[config.mk]
export PLATFORM = sky130hd
export DESIGN_NAME = vga_scan_timing
export DESIGN_NICKNAME = d
export VERILOG_FILES = /design/src/rtl/vga_scan_timing.sv
export SDC_FILE = /design/constraint.sdc
export NUM_CORES = 1
export LEC_CHECK = 0
export CORE_MARGIN = 2
export CORE_UTILIZATION = 53
export DETAILED_ROUTE_END_ITERATION = 8
export PLACE_DENSITY = 0.86
export SLEW_MARGIN = 20
export SYNTH_ARGS = -nofsm -noshare
export SYNTH_HDL_FRONTEND = slang
export SYNTH_SLANG_ARGS = --single-unit
[constraint.sdc]
create_clock -name clk -period 3.25 [get_ports clk]
set_input_delay 0.975 -clock clk [delete_from_list [all_inputs] [get_ports clk]]
set_output_delay 0.975 -clock clk [all_outputs]
set_load 0.03 [all_outputs]
[src/rtl/vga_scan_timing.sv]
// 640x480@60 raster timing: pixel divider, x/y counters, syncs, blank and frame strobe.
// Define VGA_SYNC_PIPE_EN to delay hsync/vsync/blank_n by one pixel behind the counters.
module vga_scan_timing #(
  parameter int H_ACTIVE = 640,
  parameter int H_FP     = 16,
  parameter int H_SYNC   = 96,
  parameter int H_BP     = 48,
  parameter int V_ACTIVE = 480,
  parameter int V_FP     = 10,
  parameter int V_SYNC   = 2,
  parameter int V_BP     = 33,
  parameter int CLK_DIV  = 2
) (
  input  logic       clk,
  input  logic       rst_n,
  output logic [9:0] counter_x,
  output logic [9:0] counter_y,
  output logic       pix_en,
  output logic       vga_clk,
  output logic       hsync,
  output logic       vsync,
  output logic       blank_n,
  output logic       sync_n,
  output logic       frame_start
);

  localparam int H_TOTAL = H_ACTIVE + H_FP + H_SYNC + H_BP;
  localparam int V_TOTAL = V_ACTIVE + V_FP + V_SYNC + V_BP;
  localparam int DW      = $clog2(CLK_DIV);

  localparam logic [DW-1:0] DIV_LAST = DW'(CLK_DIV - 1);
  localparam logic [DW-1:0] DIV_HALF = DW'(CLK_DIV / 2);

  localparam logic [9:0] X_LAST   = 10'(H_TOTAL - 1);
  localparam logic [9:0] Y_LAST   = 10'(V_TOTAL - 1);
  localparam logic [9:0] X_ACT    = 10'(H_ACTIVE);
  localparam logic [9:0] Y_ACT    = 10'(V_ACTIVE);
  localparam logic [9:0] HS_START = 10'(H_ACTIVE + H_FP);
  localparam logic [9:0] HS_END   = 10'(H_ACTIVE + H_FP + H_SYNC);
  localparam logic [9:0] VS_START = 10'(V_ACTIVE + V_FP);
  localparam logic [9:0] VS_END   = 10'(V_ACTIVE + V_FP + V_SYNC);

  logic [DW-1:0] r_div;
  logic [9:0]    r_x, r_y;
  logic          r_hs, r_vs, r_bl, r_fs;

  logic [9:0]    w_x_nxt, w_y_nxt;
  logic          w_x_wrap, w_hs_nxt, w_vs_nxt, w_bl_nxt;

  assign pix_en  = (r_div == DIV_LAST);
  assign vga_clk = (r_div >= DIV_HALF);

  always_ff @(posedge clk or negedge rst_n) begin
    if (!rst_n) r_div <= '0;
    else if (pix_en) r_div <= '0;
    else r_div <= r_div + DW'(1);
  end

  // Syncs are derived from the next counts so they land on the same edge as the counters.
  always_comb begin
    w_x_wrap = (r_x == X_LAST);
    w_x_nxt  = w_x_wrap ? 10'd0 : r_x + 10'd1;
    w_y_nxt  = r_y;
    if (w_x_wrap) w_y_nxt = (r_y == Y_LAST) ? 10'd0 : r_y + 10'd1;
    w_hs_nxt = !((w_x_nxt >= HS_START) && (w_x_nxt < HS_END));
    w_vs_nxt = !((w_y_nxt >= VS_START) && (w_y_nxt < VS_END));
    w_bl_nxt = (w_x_nxt < X_ACT) && (w_y_nxt < Y_ACT);
  end

  always_ff @(posedge clk or negedge rst_n) begin
    if (!rst_n) begin
      r_x  <= X_LAST;
      r_y  <= Y_LAST;
      r_hs <= 1'b1;
      r_vs <= 1'b1;
      r_bl <= 1'b0;
      r_fs <= 1'b0;
    end else begin
      r_fs <= pix_en && (w_x_nxt == 10'd0) && (w_y_nxt == 10'd0);
      if (pix_en) begin
        r_x  <= w_x_nxt;
        r_y  <= w_y_nxt;
        r_hs <= w_hs_nxt;
        r_vs <= w_vs_nxt;
        r_bl <= w_bl_nxt;
      end
    end
  end

`ifdef VGA_SYNC_PIPE_EN
  logic r_hs_d, r_vs_d, r_bl_d;

  always_ff @(posedge clk or negedge rst_n) begin
    if (!rst_n) begin
      r_hs_d <= 1'b1;
      r_vs_d <= 1'b1;
      r_bl_d <= 1'b0;
    end else if (pix_en) begin
      r_hs_d <= r_hs;
      r_vs_d <= r_vs;
      r_bl_d <= r_bl;
    end
  end

  assign hsync   = r_hs_d;
  assign vsync   = r_vs_d;
  assign blank_n = r_bl_d;
`else
  assign hsync   = r_hs;
  assign vsync   = r_vs;
  assign blank_n = r_bl;
`endif

  assign counter_x   = r_x;
  assign counter_y   = r_y;
  assign frame_start = r_fs;
  assign sync_n      = 1'b0;

endmodule

==> results.json <==
{
  "place_inst": 253,
  "firstDrtPassIters": 4,
  "ys.flop_type": "dfrtp_1",
  "routabilityCongestion": 0.843,
  "status": "finished clean",
  "fp-row-count": 20,
  "slowest_stage": "or4b_1",
  "clk_pin_slew_worst_paths_ns": 0.14,
  "cpPeakStageDelay_ns": 0.72,
  "power_density_nw_per_um2": 231,
  "cts_buffer_depth": 2,
  "final_layout_size_suffix_gt1_frac": 0.113,
  "die_w_um": 60.6,
  "synth_top_cell_by_area": "dfrtp_1",
  "wl_um": 3660,
  "stdcell_count": 257,
  "cts_hold_buf": 0,
  "synth_top_cell_area_share": 0.192,
  "io_pins": 29,
  "fin_crit_ns": 2.99,
  "irDropWorstVdd_v": 0.000197,
  "postCtsSetupBuffers": 0,
  "final_cell_mix": "clkdlybuf4s50_1, nor2_1, nand2_1",
  "final_max_slew_viol_count": 0,
  "worstPathCellList": "ha_1 > nand4_1 > or4b_1 > nor3b_2 > a31oi_1 > or4b_1 > o32a_1",
  "dpl.hpwl_um": 2650,
  "first_iter_violations": 114,
  "htree_levels": 1,
  "viasPerCell": 5.86,
  "pwr-share-comb": 0.020,
  "critPathKind": "reg2reg",
  "final_common_cell": "clkdlybuf4s50_1",
  "io_buffers": 27,
  "skew_ns": 0.00498,
  "initial_core_util": 0.555,
  "p_sw_uw": 102,
  "dp_worst_setup_slack_ns": 0.291,
  "worstMarginPinSlew_ns": 0.512,
  "max_cap_viol_count": 0,
  "clkLatencyLatePin_ns": 0.32,
  "fmax_ghz": 0.334,
  "synthDistinctLibCells": 48,
  "crit_top_cell": "or4b_1",
  "die_height_um": 60.6,
  "synth_area_um2": 1700,
  "routedWlPerCell_um": 14.3,
  "synthCells": 193,
  "grt_pass1_vias": 1321,
  "power_frac_seq": 0.672,
  "antenna_found_initial": 0,
  "clockRootBuffer": "clkbuf_4",
  "critPathTopFamily": "simple AND/OR/NAND/NOR gates",
  "grt_max_degree": 26,
  "synthArstFlopShare": 1.00,
  "vias": 1507,
  "grt_setup_unrepaired": "no",
  "fin_ws_ns": 0.256,
  "slew_headroom": 0.655,
  "drc_errors": 0,
  "syn_to_final_growth_pct": 18.5,
  "yosysSeqAreaShare": 0.378,
  "synth_seq_cells": 25,
  "grt_overflow": 0,
  "start_kind": "register",
  "grt_util_all_layers": 0.216,
  "worstPathRequired_ns": 3.52,
  "cts_tree": "yes",
  "critPathMaxFanout": 6,
  "p_int_uw": 362,
  "ant_nets": 0,
  "ys_top_cells_by_area": "dfrtp_1, dfstp_2, xnor2_1, nand3_1, o21ai_0",
  "yosys_warnings": 0,
  "cp-end-kind": "register",
  "clock_sinks": 25,
  "finalSetupTns_ns": 0,
  "die_area_um2": 3670,
  "synth_edf_count": 0,
  "finalSetupViolCount": 0,
  "finalHoldViolCount": 0,
  "worst-path-buf-inv": 0,
  "grt_pass1_wl_um": 6020,
  "cts_buffers": 3,
  "coreArea_um2": 3050,
  "cp.arrival_ns": 3.26,
  "syn-num-nets": 199,
  "netSwitchingFraction": 0.220,
  "cts_resized": 0,
  "layout_worst_path_cycle_share": 0.921,
  "leakage_uw": 0.000748,
  "min_path_type": "reg2reg",
  "antenna_cells": 0,
  "clock_power_share": 0.308,
  "fin_nets": 220,
  "syn_avg_cell_area_um2": 8.78
}
[layer usage]
metal / wire length [um] / track usage / up-vias
met4: 29 / 0.0590 / 0
li1: - / - / 740
met5: 0 / 0 / -
met2: 1760 / 0.350 / 48
met3: 213 / 0.0405 / 4
met1: 1660 / 0.299 / 715
[cells in the mapped netlist (3+ instances only)]
| master | n |
|---|---|
| a21oi_1 | 8 |
| a31oi_1 | 5 |
| and3_1 | 4 |
| and4_1 | 3 |
| clkbuf_1 | 11 |
| dfrtp_1 | 13 |
| dfstp_2 | 12 |
| ha_1 | 4 |
| inv_1 | 7 |
| mux2i_1 | 3 |
| nand2_1 | 14 |
| nand3_1 | 13 |
| nand4_1 | 4 |
| nor2_1 | 14 |
| nor3_1 | 5 |
| o21ai_0 | 11 |
| o31ai_1 | 3 |
| or4_1 | 5 |
| or4b_1 | 3 |
| xnor2_1 | 11 |
| xor2_1 | 6 |
[power by group through the flow]
stage          logic (uW)  registers [uW]  clock network, uW
5_1_grt              10.7             312                164
3_3_place_gp         9.64             317                  0
2_1_floorplan        2.43             317                  0
3_5_place_dp         9.74             317                  0
4_1_cts              9.75             312                149
6_report             9.17             312                143
[worst paths after layout]
path | from | cells after the start | end | slack [ns]
worst max-delay path | counter_x[0]$_DFFE_PN1P_ | 7 | vsync$_DFFE_PN1P_ | 0.26
worst min-delay path | hsync$_DFFE_PN1P_ | 2 | hsync$_DFFE_PN1P_ | 0.51
worst max register to register | counter_x[0]$_DFFE_PN1P_ | 7 | vsync$_DFFE_PN1P_ | 0.26
worst min register to register | hsync$_DFFE_PN1P_ | 2 | hsync$_DFFE_PN1P_ | 0.51
max in group asynchronous | rst_n | 2 | counter_y[2]$_DFFE_PN1P_ | 1.96
min in group asynchronous | rst_n | 2 | counter_x[5]$_DFFE_PN0P_ | 0.99
[worst min-delay path, cell delays in order, from the launching register on]
cell and delay [ns]:
dfstp_2 0.39, nor2_1 0.09, a21oi_1 0.05
[flip-flops by register name, summed over array words and instances, names as in the netlist]
name and count:
counter_x 10, counter_y 10, blank_n 1, frame_start 1, hsync 1, pix_en 1, vsync 1
[cell families (layout without fill, tap and decap cells)]
group	Yosys count	in the layout	synth area share
AND/OR/NAND/NOR	76	76	0.255
AO/OA/AOI/OAI	42	42	0.161
multiplexers	4	4	0.0244
buffers and inverters	24	44	0.0627
adder cells (fa/ha/maj)	4	4	0.0295
other	1	1	0.00221
flip-flops	25	25	0.378
XOR/XNOR	17	17	0.0878
[layout make-up]
| cell class | instances | area [um2] |
|---|---|---|
| clock buffer | 4 | 26.3 |
| timing repair buffer | 32 | 308 |
| tap | 44 | 55.1 |
| sequential | 25 | 641 |
| inverter | 8 | 30.0 |
| multi-input combinational | 144 | 948 |
| fill | 254 | 1040 |
[per-stage QoR]
stage / hold WS (ns) / total power, uW / utilization / area, um2
3_5_place_dp: 0.499 / 327 / 0.649 / 1980
5_1_grt: 0.555 / 487 / 0.658 / 2010
6_report: 0.514 / 464 / 0.658 / 2010
4_1_cts: 0.520 / 471 / 0.658 / 2010
2_1_floorplan: 0.543 / 320 / - / 1700
3_3_place_gp: 0.478 / 327 / 0.649 / 1980
(Power assumes the default switching activity.)
